## config.mk

```make
export PLATFORM = sky130hd
export DESIGN_NAME = mux_scan_reg_flat
export DESIGN_NICKNAME = d
export VERILOG_FILES = /design/src/rtl/mux_scan_reg_if.sv /design/src/rtl/mux_scan_reg.sv /design/src/flat_wrapper.sv
export SDC_FILE = /design/constraint.sdc
export NUM_CORES = 1
export LEC_CHECK = 0
export CORE_AREA = 2 2 42 44
export CTS_CLUSTER_DIAMETER = 100
export DETAILED_ROUTE_END_ITERATION = 10
export DIE_AREA = 0 0 44 46
export HOLD_SLACK_MARGIN = 0.02
export PLACE_DENSITY = 0.68
export SKIP_LAST_GASP = 1
export SLEW_MARGIN = 25
export SYNTH_ARGS = -nofsm -noshare
export SYNTH_HDL_FRONTEND = slang
export SYNTH_SLANG_ARGS = --single-unit
```

## constraint.sdc

```tcl
create_clock -name clk -period 1.4 [get_ports clk]
set_input_delay 0.14 -clock clk [delete_from_list [all_inputs] [get_ports clk]]
set_output_delay 0.14 -clock clk [all_outputs]
set_load 0.1 [all_outputs]
```

## src/rtl/mux_scan_reg_if.sv

```systemverilog
// Bundle of the mux_scan_reg data, select and handshake signals.
// The source side drives the inputs; the mux drives the registered outputs.
interface mux_scan_reg_if #(
  parameter int WIDTH    = 1,
  parameter int CHANNELS = 4,
  parameter int SEL_W    = 2
);
  logic [CHANNELS*WIDTH-1:0] din;
  logic [SEL_W-1:0]          sel;
  logic                      mode;
  logic [CHANNELS-1:0]       ch_en;
  logic                      in_valid;
  logic [WIDTH-1:0]          out_data;
  logic [SEL_W-1:0]          out_ch;
  logic                      out_valid;
  logic                      out_ready;
  logic                      scan_wrap;

  modport master (
    output din, sel, mode, ch_en, in_valid, out_ready,
    input  out_data, out_ch, out_valid, scan_wrap
  );

  modport slave (
    input  din, sel, mode, ch_en, in_valid, out_ready,
    output out_data, out_ch, out_valid, scan_wrap
  );
endinterface

```

## src/rtl/mux_scan_reg.sv

```systemverilog
// Registered N:1 multiplexer with direct select or round-robin scan of enabled
// channels, feeding a one-deep valid/ready output register.
module mux_scan_reg #(
  parameter int WIDTH    = 1,
  parameter int CHANNELS = 4,
  parameter int SEL_W    = 2
) (
  input logic           clk,
  input logic           rst,
  mux_scan_reg_if.slave bus
);

  if (CHANNELS < 2 || SEL_W != $clog2(CHANNELS)) begin : g_param_check
    $error("mux_scan_reg: need CHANNELS >= 2 and SEL_W == $clog2(CHANNELS)");
  end

  logic [WIDTH-1:0] out_data_q;
  logic [SEL_W-1:0] out_ch_q;
  logic             out_valid_q;
  logic             scan_wrap_q;
  logic [SEL_W-1:0] ptr_q;
  logic             last_mode_q;

  logic             accept;
  logic             can_cap;
  logic             capture;
  logic [SEL_W-1:0] start;
  logic [SEL_W-1:0] lo_c;
  logic [SEL_W-1:0] hi_c;
  logic             hi_hit;
  logic [SEL_W-1:0] scan_c;
  logic             scan_wrapped;
  logic [SEL_W-1:0] next_ptr;
  logic [SEL_W-1:0] cap_ch;
  logic [WIDTH-1:0] cap_data;

  // NOTE: every signal assigned in always_comb gets a default first; a path
  // that leaves one unassigned would infer a latch.
  always_comb begin
    accept  = out_valid_q & bus.out_ready;
    can_cap = ~out_valid_q | bus.out_ready;
    capture = bus.in_valid & can_cap & (~bus.mode | (|bus.ch_en));

    // Returning to scan after direct captures restarts the search at 0.
    start  = last_mode_q ? ptr_q : '0;
    lo_c   = '0;
    hi_c   = '0;
    hi_hit = 1'b0;
    // Descending walk: the last hit written is the lowest index, both for
    // the whole mask (lo) and for the part at or above the pointer (hi).
    for (int k = CHANNELS - 1; k >= 0; k--) begin
      if (bus.ch_en[k]) begin
        lo_c = SEL_W'(k);
        if (k >= int'(start)) begin
          hi_c   = SEL_W'(k);
          hi_hit = 1'b1;
        end
      end
    end

    // No hit at or above the pointer means the search ran past the top.
    scan_c       = hi_hit ? hi_c : lo_c;
    scan_wrapped = ~hi_hit | (int'(hi_c) == CHANNELS - 1);
    next_ptr     = (int'(scan_c) == CHANNELS - 1) ? '0 : scan_c + SEL_W'(1);

    cap_ch   = bus.mode ? scan_c : bus.sel;
    cap_data = '0;
    // An out-of-range direct select matches no channel and captures zero.
    for (int k = 0; k < CHANNELS; k++) begin
      if (int'(cap_ch) == k) begin
        cap_data = bus.din[k*WIDTH +: WIDTH];
      end
    end
  end

  // NOTE: state registers use non-blocking assignments so every register
  // samples pre-edge values regardless of block ordering.
  always_ff @(posedge clk or posedge rst) begin
    if (rst) begin
      out_data_q  <= '0;
      out_ch_q    <= '0;
      out_valid_q <= 1'b0;
      scan_wrap_q <= 1'b0;
      ptr_q       <= '0;
      last_mode_q <= 1'b0;
    end else begin
      scan_wrap_q <= capture & bus.mode & scan_wrapped;
      if (capture) begin
        out_data_q  <= cap_data;
        out_ch_q    <= cap_ch;
        out_valid_q <= 1'b1;
        last_mode_q <= bus.mode;
        if (bus.mode) begin
          ptr_q <= next_ptr;
        end
      end else if (accept) begin
        out_valid_q <= 1'b0;
      end
    end
  end

  assign bus.out_data  = out_data_q;
  assign bus.out_ch    = out_ch_q;
  assign bus.out_valid = out_valid_q;
  assign bus.scan_wrap = scan_wrap_q;

endmodule

```

## src/flat_wrapper.sv

```systemverilog
// flat-port wrapper written by rule: the top's interface ports become plain ports
module mux_scan_reg_flat 
#(
  parameter int WIDTH    = 1,
  parameter int CHANNELS = 4,
  parameter int SEL_W    = 2
)
  (clk, rst, bus_din, bus_sel, bus_mode, bus_ch_en, bus_in_valid, bus_out_ready, bus_out_data, bus_out_ch, bus_out_valid, bus_scan_wrap);
  mux_scan_reg_if #(.WIDTH(WIDTH), .CHANNELS(CHANNELS), .SEL_W(SEL_W)) bus_i ();
  input logic clk;
  input logic rst;
  input wire logic [$bits(bus_i.din)-1:0] bus_din;
  input wire logic [$bits(bus_i.sel)-1:0] bus_sel;
  input wire logic [$bits(bus_i.mode)-1:0] bus_mode;
  input wire logic [$bits(bus_i.ch_en)-1:0] bus_ch_en;
  input wire logic [$bits(bus_i.in_valid)-1:0] bus_in_valid;
  input wire logic [$bits(bus_i.out_ready)-1:0] bus_out_ready;
  output wire logic [$bits(bus_i.out_data)-1:0] bus_out_data;
  output wire logic [$bits(bus_i.out_ch)-1:0] bus_out_ch;
  output wire logic [$bits(bus_i.out_valid)-1:0] bus_out_valid;
  output wire logic [$bits(bus_i.scan_wrap)-1:0] bus_scan_wrap;
  assign bus_i.din = bus_din;
  assign bus_i.sel = bus_sel;
  assign bus_i.mode = bus_mode;
  assign bus_i.ch_en = bus_ch_en;
  assign bus_i.in_valid = bus_in_valid;
  assign bus_i.out_ready = bus_out_ready;
  assign bus_out_data = bus_i.out_data;
  assign bus_out_ch = bus_i.out_ch;
  assign bus_out_valid = bus_i.out_valid;
  assign bus_scan_wrap = bus_i.scan_wrap;
  mux_scan_reg #(.WIDTH(WIDTH), .CHANNELS(CHANNELS), .SEL_W(SEL_W)) u_core (.clk(clk), .rst(rst), .bus(bus_i));
endmodule
```

==> results of run 1 <==
layout make-up:
| type | count | area, um^2 |
|---|---|---|
| Clock buffer | 4 | 26.3 |
| Fill cell | 137 | 558 |
| Inverter | 2 | 7.51 |
| Multi-Input combinational cell | 49 | 400 |
| Sequential cell | 8 | 206 |
| Tap cell | 17 | 21.3 |
| Timing Repair Buffer | 40 | 394 |
cells in the mapped netlist, drive strengths merged:
library cell,instances
a21oi,2
or2,1
ha,1
mux2i,1
a22o,1
and4bb,1
a31oi,2
a221oi,1
nor3,1
inv,2
nand2b,3
o221ai,2
a32o,1
and2b,1
a21o,1
a21bo,1
nand4,1
mux2,2
nor2,5
nor4,1
a211o,1
and2,1
a211oi,1
or2b,1
nand2,7
dfrtp,8
nand3,1
o31ai,1
buf,1
a21boi,2
nor2b,2
nand3b,2
o21ai,1
flip-flops by register name, summed over array words and instances (netlist names):
name / count
u_core.bus.out_ch: 2
u_core.bus.scan_wrap: 1
u_core.bus.out_data: 1
u_core.ptr_q: 2
u_core.bus.out_valid: 1
u_core.last_mode_q: 1
timing repair:
item / CTS / global route
gates cloned: 0 / 0
resized for setup: 8 / 2
setup buffers: 2 / 1
setup endpoints to repair: 5 / 5
pin swaps: 3 / 0
metrics by stage:
stage	setup WS, ns	util
after floorplan	-0.144	-
final	-0.162	0.654
after detailed placement	-0.538	0.614
after CTS	-0.152	0.646
after global routing	-0.221	0.654
after global placement	-0.481	0.614
per-layer routing:
metal / vias to the layer above / global-route usage / share of wire
met3: 4 / 0.0595 / 0.056
met1: 295 / 0.228 / 0.40
met5: - / 0 / 0
li1: 311 / - / -
met2: 20 / 0.318 / 0.52
met4: 0 / 0.0727 / 0.021
layout by cell type, fill, tap and decap left out, types with 2 or more instances in the layout:
cell type and n:
buf_12 5, buf_4 21, clkbuf_4 3, clkdlybuf4s50_1 11, dfrtp_1 5, dfrtp_2 2, dlygate4sd2_1 3, inv_1 2
mux2_2 2, nand2_1 5, nand2_2 2, nand2b_1 3, nand3b_1 2, nor2_1 5
cell families (layout without fill, tap and decap cells):
family / after synthesis / in the layout / share of synthesized area
and+or+nand+nor: 28 / 28 / 0.274
adders and majority gates: 1 / 1 / 0.0223
DFF: 8 / 8 / 0.356
muxes: 3 / 3 / 0.0579
AOI/OAI and AO/OA: 17 / 17 / 0.267
buffers and inverters: 3 / 46 / 0.0223
critical path, cell delays in order (launching register included):
cell and delay [ns]:
dfrtp_2 0.45, a21bo_1 0.18, a32o_2 0.27, nand2_2 0.07, ha_1 0.22, mux2_2 0.25
worst max-delay path by stage:
stage	start	to	slack, ns	cells after the start
2_1_floorplan	u_core.ptr_q[1]	u_core.ptr_q[1]	-0.14	6
3_5_place_dp	bus_ch_en[3]	u_core.bus.out_data	-0.54	6
6_report	u_core.ptr_q[1]	u_core.ptr_q[1]	-0.16	5
5_1_grt	u_core.ptr_q[1]	u_core.ptr_q[1]	-0.22	5
3_3_place_gp	bus_ch_en[3]	u_core.ptr_q[1]	-0.48	6
4_1_cts	u_core.ptr_q[1]	u_core.ptr_q[1]	-0.15	5
report_power, final:
group          total [mW]  leakage, nW  internal, mW  switching (mW)
Combinational       0.725        0.373         0.354           0.371
Clock               0.196       0.0150         0.109          0.0866
Sequential          0.369       0.0940         0.292          0.0773
==> flow_summary.json, run 1 <==
{
  "worstReg2RegEnd": "u_core.ptr_q[1]",
  "grt_first_pass_wirelength_mm": 2.77,
  "netlist_instances": 60,
  "fin_setup_tns_ns": -0.360,
  "setup_viol_count_final": 4,
  "ys_seq_elements": 8,
  "grt_max_degree": 9,
  "cts_root_cell": "clkbuf_4",
  "hold_ws_ns": 0.114,
  "gr-usage-all-layers": 0.190,
  "fmax_mhz": 640,
  "dp.final_hpwl_mm": 1.27,
  "final_antenna_net_count": 0,
  "timing.critical_path.arrival_ns": 1.70,
  "p_per_area_nw_per_um2": 1220,
  "layout_nets": 120,
  "fin_cells": 120,
  "worst-r2r-cell-count": 5,
  "place_area_um2": 991,
  "number_of_design_rule_violations_left_after_detail_routing": 0,
  "initial_utilization": 0.348,
  "critPathMaxFanout": 7,
  "slack_of_the_critical_path_ns": -0.162,
  "globalplace.congestion": 0.868,
  "die-width_um": 44,
  "synth-warning-count": 0,
  "clock-skew-final_ns": 0.0157,
  "cell_area_after_synthesis_um2": 562,
  "synth_top_area_share": 0.356,
  "finalHoldViolCount": 0,
  "vias_per_cell": 5.25,
  "status": "finished with violations",
  "dr.first_iter.drc_count": 10,
  "cp.required_ns": 1.53,
  "place_inst": 113,
  "via_count_of_the_first_global_routing_pass": 640,
  "row_count": 15,
  "design.die.area_um2": 2020,
  "synth_top_cells_by_area": "dfrtp_1, nand2_1, mux2_2",
  "dr.pass1.iters": 4,
  "routed_vias": 630,
  "final_layout_size_suffix_gt1_frac": 0.466,
  "tot_pwr_mw": 1.29,
  "worstReg2RegStart": "u_core.ptr_q[1]",
  "clock_sinks": 8,
  "final_period_demand_of_the_worst_path_ns": 1.56,
  "synthDominantAreaCellType": "dfrtp_1",
  "maxSlewViolCount": 0,
  "synth_nets": 76,
  "synthDistinctLibCells": 34,
  "rsz0062_at_grt": "true",
  "critical_path.endpoint_type": "register",
  "p_leak_nw": 0.482,
  "tritoncts.num_buffers": 3,
  "cts.reportedPaths.clkPinSlew_ns": 0.06,
  "synth.yosys.seq_area_share": 0.356,
  "violations": "negative setup slack",
  "clockBufferDepth": 2,
  "htree_num_levels": 1,
  "max_slew.worst_pin.slew_ns": 0.311,
  "clock_tree_from_tritoncts": "built",
  "worst_setup_path_class": "reg2reg",
  "hold_path.class": "in2async",
  "boundaryPins": 20,
  "period_share": 1.12,
  "layout.cell_area.non_filler_um2": 1060,
  "timing.reg2reg.setup_slack_ns": -0.16,
  "area.growth.synth_to_final_pct": 88.0,
  "maxCapViolations": 0,
  "core_region_area_um2": 1610,
  "clock_latency_at_the_later_pin_of_the_worst_skew_pair_ns": 0.26,
  "io_buffer_count": 19,
  "globalRouteOverflowTotal": 0,
  "cts-hold-fix-buffers": 0,
  "vdd_ir_drop_max_mv": 0.869,
  "detail_route.wl_per_cell_um": 13.4,
  "worst_slew_margin_rel": 0.792,
  "drt_wl_total_mm": 1.61,
  "floorplan.die.height_um": 46,
  "grt_antenna_before_repair": 0,
  "num_antenna_cells": 0,
  "syn_area_per_cell_um2": 9.36,
  "worstSetupStartpointType": "register"
}
No activity file was read; power rests on OpenSTA's default activity.
==> inputs of run 2 (changes only) <==
- CORE_AREA: 2 2 42 44 -> 10 10 50 52
- DIE_AREA: 0 0 44 46 -> 0 0 60 62
==> flow_summary.json, run 2 (same netlist as run 1, synthesis figures left out) <==
{
  "initial_utilization": 0.348,
  "cpPeakStageDelay_ns": 0.44,
  "switching_share_of_total_power": 0.418,
  "design.die.area_um2": 3720,
  "clock_sinks": 8,
  "finalHoldViolCount": 0,
  "fmax_mhz": 623,
  "area.growth.synth_to_final_pct": 96.0,
  "clockBufferDepth": 2,
  "place_worst_setup_slack_ns": -0.540,
  "layout_commonest_cell": "buf_4",
  "detail_route.wl_per_cell_um": 15.3,
  "maxSlewViolCount": 0,
  "max_slew.worst_pin.slew_ns": 0.425,
  "die-width_um": 60,
  "gr-usage-all-layers": 0.103,
  "number_of_design_rule_violations_left_after_detail_routing": 0,
  "row_count": 15,
  "finish.utilization": 0.682,
  "dr.pass1.iters": 4,
  "p_per_area_nw_per_um2": 1220,
  "gr-usage-met2": 0.166,
  "timing.reg2reg.setup_slack_ns": -0.20,
  "cp_num_buf_inv": 0,
  "routed_vias": 636,
  "globalRouteOverflowTotal": 0,
  "timing.critical_path.arrival_ns": 1.78,
  "rsz0062_at_grt": "true",
  "dr.first_iter.drc_count": 15,
  "grt_first_pass_wirelength_mm": 2.87,
  "global_route.usage.met1": 0.102,
  "worst_slew_margin_rel": 0.716,
  "crit_family": "compound AO/OA/AOI/OAI gates",
  "final_cell_mix": "buf_4, clkdlybuf4s50_1, nor2_1, buf_12, dfrtp_1",
  "maxCapViolations": 0,
  "clockPowerShare": 0.147,
  "tritoncts.num_buffers": 3,
  "cp.required_ns": 1.58,
  "share_comb_of_total_power": 0.578,
  "grt.busiest_layer": "met2",
  "floorplan.die.height_um": 62,
  "num_antenna_cells": 0,
  "worst_setup_path_class": "reg2reg",
  "grt_antenna_before_repair": 0,
  "clock_latency_at_the_later_pin_of_the_worst_skew_pair_ns": 0.27,
  "via_count_of_the_first_global_routing_pass": 669,
  "cts_root_cell": "clkbuf_4",
  "vias_per_cell": 5.26,
  "use_met3": 0.0508,
  "violations": "negative setup slack",
  "final_antenna_net_count": 0,
  "critPathMaxFanout": 5,
  "clock_tree_from_tritoncts": "built",
  "critical_path.slowest_cell": "dfrtp_1",
  "boundaryPins": 20,
  "share_seq_of_total_power": 0.275,
  "cts.reportedPaths.clkPinSlew_ns": 0.06,
  "final_layout_size_suffix_gt1_frac": 0.510,
  "final_period_demand_of_the_worst_path_ns": 1.60,
  "worstSetupStartpointType": "register",
  "power.net_switching_mw": 0.561,
  "core_region_area_um2": 1610,
  "cp_cell_sequence": "a21bo_1 > a32o_2 > a31oi_4 > mux2i_1 > a221oi_2",
  "hold_path.class": "in2async",
  "globalplace.congestion": 0.841,
  "power_report.internal_total_mw": 0.781,
  "status": "finished with violations",
  "slack_of_the_critical_path_ns": -0.204,
  "p_leak_nw": 0.503,
  "setup_viol_count_final": 4,
  "critical_path.endpoint_type": "register",
  "htree_num_levels": 1,
  "vdd_ir_drop_max_mv": 0.938,
  "io_buffer_count": 19,
  "clock-skew-final_ns": 0.0153,
  "grt_max_degree": 9,
  "period_share": 1.15,
  "dp.final_hpwl_mm": 1.44,
  "layout_nets": 121,
  "drt_wl_total_mm": 1.85
}
==> run 2: changes by cell type in the layout (fill, tap and decap cells not counted), sizes merged <==
cell           before  now
clkdlybuf4s50      11    9
buf                26   27
dlymetal6s2s        0    1
dlygate4sd2         3    4
==> run 2: final timing paths <==
kind                                      startpoint                    to  cells past startpoint
worst max register to register    u_core.last_mode_q   u_core.bus.out_data                      5
worst min-delay path                             rst  u_core.bus.out_valid                      2
worst min register to register  u_core.bus.out_ch[1]  u_core.bus.out_ch[1]                      1
worst max-delay path              u_core.last_mode_q   u_core.bus.out_data                      5
min in group clk                          bus_din[2]   u_core.bus.out_data                      3
max in group asynchronous                        rst       u_core.ptr_q[1]                      2
==> run 2: stage by stage <==
step / std cells / power (mW) / cell area [um^2] / hold slack (ns) / TNS [ns]
2_1_floorplan: 60 / 0.752 / 606 / -0.0443 / -0.412
3_3_place_gp: 114 / 1.04 / 998 / 0.405 / -2.69
3_5_place_dp: 114 / 1.05 / 998 / 0.408 / -2.77
4_1_cts: 121 / 1.29 / 1050 / 0.123 / -0.448
5_1_grt: 121 / 1.42 / 1100 / 0.158 / -0.784
6_report: 121 / 1.34 / 1100 / 0.121 / -0.506
==> run 2: timing repair <==
item,4_1_cts,5_1_grt
pin swaps,3,3
resized for setup,8,10
hold buffers,0,0
setup endpoints to repair,5,5
buffers inserted,3,0
==> run 2: cell type report <==
cell class,instances,area [um^2]
clock buffers,4,26.3
fillers,132,513
inverters,2,7.51
multi-input cells,49,433
flip-flops and latches,8,206
well taps,17,21.3
repair buffers,41,407
==> run 2: power groups by stage <==
stage	sequential (mW)	combinational, mW	clock, mW
after floorplan	0.514	0.238	0
after detailed placement	0.365	0.680	0
after global placement	0.365	0.671	0
after global routing	0.377	0.828	0.217
after CTS	0.366	0.727	0.199
final	0.369	0.776	0.197
==> run 2: layer usage <==
layer,vias up,part of all wire
met1,292,0.40
met3,6,0.085
met2,26,0.49
met4,0,0.026
met5,-,0
li1,312,-
==> inputs of run 3 (changes only) <==
==> constraint.sdc (replaced) <==
create_clock -name clk -period 1.4 [get_ports clk]
set_input_delay 0.14 -clock clk [delete_from_list [all_inputs] [get_ports clk]]
set_output_delay 0.14 -clock clk [all_outputs]
set_load 0.005 [all_outputs]
==> flow_summary.json, run 3 (same netlist as run 1, synthesis figures left out) <==
{
  "num_antenna_cells": 0,
  "global_route.usage.met1": 0.101,
  "max_slew.worst_pin.slew_ns": 0.437,
  "floorplan.die.height_um": 62,
  "detail_route.wl_per_cell_um": 15.3,
  "place_inst": 113,
  "area.growth.synth_to_final_pct": 77.3,
  "cp_num_buf_inv": 0,
  "worst_setup_path_class": "reg2reg",
  "via_count_of_the_first_global_routing_pass": 645,
  "clock_latency_at_the_later_pin_of_the_worst_skew_pair_ns": 0.24,
  "layout_commonest_cell": "buf_4",
  "use_met3": 0.0305,
  "tritoncts.num_buffers": 3,
  "worstReg2RegEnd": "u_core.bus.out_data",
  "dr.pass1.iters": 4,
  "power.net_switching_mw": 0.329,
  "cts_root_cell": "clkbuf_4",
  "final_period_demand_of_the_worst_path_ns": 1.57,
  "dp.final_hpwl_mm": 1.38,
  "worst_slew_margin_rel": 0.706,
  "critPathLaunch": "u_core.last_mode_q",
  "fmax_mhz": 636,
  "clock_sinks": 8,
  "cp.required_ns": 1.55,
  "worstReg2RegStart": "u_core.last_mode_q",
  "ff_latch_area_um2": 203,
  "worst_setup_path_endpoint": "u_core.bus.out_data",
  "vias_per_cell": 5.26,
  "timing.reg2reg.setup_slack_ns": -0.17,
  "routed_vias": 616,
  "period_share": 1.12,
  "rsz0062_at_grt": "true",
  "finish.utilization": 0.617,
  "drt_wl_total_mm": 1.79,
  "clockPowerShare": 0.163,
  "grt.busiest_layer": "met2",
  "grt_max_degree": 9,
  "cp_cell_sequence": "a21bo_1 > a32o_2 > a31oi_4 > mux2i_2 > a221oi_2",
  "final_antenna_net_count": 0,
  "io_buffer_count": 19,
  "final_layout_size_suffix_gt1_frac": 0.410,
  "fin_cells": 117,
  "critical_path.slowest_cell": "dfrtp_1",
  "slack_of_the_critical_path_ns": -0.171,
  "critical_path_cell_count": 5,
  "boundaryPins": 20,
  "fillCellCount": 148,
  "cts-hold-fix-buffers": 0,
  "grt_antenna_before_repair": 0,
  "grt_first_pass_wirelength_mm": 2.84,
  "clock_tree_from_tritoncts": "built",
  "dr.first_iter.drc_count": 11,
  "timing.critical_path.arrival_ns": 1.72,
  "power_report.internal_total_mw": 0.676,
  "share_comb_of_total_power": 0.485,
  "maxCapViolations": 0,
  "row_count": 15,
  "status": "finished with violations",
  "core_region_area_um2": 1610,
  "tot_pwr_mw": 1.01,
  "clock-skew-final_ns": 0.000177,
  "switching_share_of_total_power": 0.327,
  "cts.reportedPaths.clkPinSlew_ns": 0.05,
  "die-width_um": 60,
  "p_per_area_nw_per_um2": 1010,
  "hold_path.class": "in2async",
  "p_leak_nw": 0.443,
  "cpPeakStageDelay_ns": 0.42,
  "layout_nets": 118,
  "clockBufferDepth": 2,
  "layout.cell_area.non_filler_um2": 996,
  "vdd_ir_drop_max_mv": 0.570,
  "setup_viol_count_final": 4,
  "crit_family": "compound AO/OA/AOI/OAI gates",
  "maxSlewViolCount": 0,
  "worst-r2r-cell-count": 5,
  "place_area_um2": 912,
  "gr-usage-met2": 0.176,
  "share_seq_of_total_power": 0.352,
  "initial_utilization": 0.348,
  "gr-usage-all-layers": 0.0985,
  "final_cell_mix": "buf_4, clkdlybuf4s50_1, nand2_1, dfrtp_1",
  "critical_path.endpoint_type": "register",
  "finalHoldViolCount": 0,
  "critPathMaxFanout": 5,
  "violations": "negative setup slack",
  "design.die.area_um2": 3720,
  "globalRouteOverflowTotal": 0,
  "fin_setup_tns_ns": -0.422,
  "globalplace.congestion": 0.780,
  "area_occupied_by_multi_input_gates_um2": 415,
  "htree_num_levels": 1,
  "worstSetupStartpointType": "register",
  "number_of_design_rule_violations_left_after_detail_routing": 0
}
## run 3: cell count changes in the layout (fill, tap and decap cells not counted), sizes merged
cell / delta
dlymetal6s2s: -1
clkdlybuf4s50: +5
clkbuf: -1
dlygate4sd2: +1
buf: -8
## run 3: stage by stage
stage / hold slack [ns] / setup slack (ns)
3_5_place_dp: 0.399 / -0.569
2_1_floorplan: -0.0443 / -0.144
5_1_grt: 0.163 / -0.258
6_report: 0.129 / -0.171
3_3_place_gp: 0.401 / -0.519
4_1_cts: 0.131 / -0.196
## run 3: per-layer routing
metal,up-vias,wire [um]
met1,292,667
met2,15,965
met5,-,0
li1,307,-
met4,0,12
met3,2,145
## run 3: how the worst min path moves through the flow
stage                     start                   end  slack, ns  depth (start not counted)
after CTS                   rst  u_core.bus.out_ch[1]       0.13                          2
after floorplan             rst  u_core.bus.out_ch[0]      -0.04                          1
after detailed placement    rst   u_core.bus.out_data       0.40                          2
after global routing        rst  u_core.bus.out_ch[1]       0.16                          2
final                       rst   u_core.bus.out_data       0.13                          2
after global placement      rst  u_core.bus.out_ch[1]       0.40                          2
## run 3: timing repair
action,in CTS,in global routing
setup endpoints to repair,7,5
gates resized for setup,12,6
pin swaps,3,3
buffers inserted,0,1
gates cloned,0,0
## run 3: area by class of cell
| class | instances | area share |
|---|---|---|
| Clock buffer | 3 | 0.0226 |
| Inverter | 2 | 0.00754 |
| Multi-Input combinational cell | 49 | 0.417 |
| Sequential cell | 8 | 0.204 |
| Tap cell | 17 | 0.0214 |
| Timing Repair Buffer | 38 | 0.328 |
## run 3: power by group through the flow
| stage | Combinational, mW | Sequential, mW | Clock (mW) |
|---|---|---|---|
| 3_5_place_dp | 0.427 | 0.345 | 0 |
| 5_1_grt | 0.536 | 0.361 | 0.180 |
| 2_1_floorplan | 0.227 | 0.323 | 0 |
| 6_report | 0.488 | 0.354 | 0.164 |
| 3_3_place_gp | 0.422 | 0.339 | 0 |
| 4_1_cts | 0.449 | 0.342 | 0.174 |
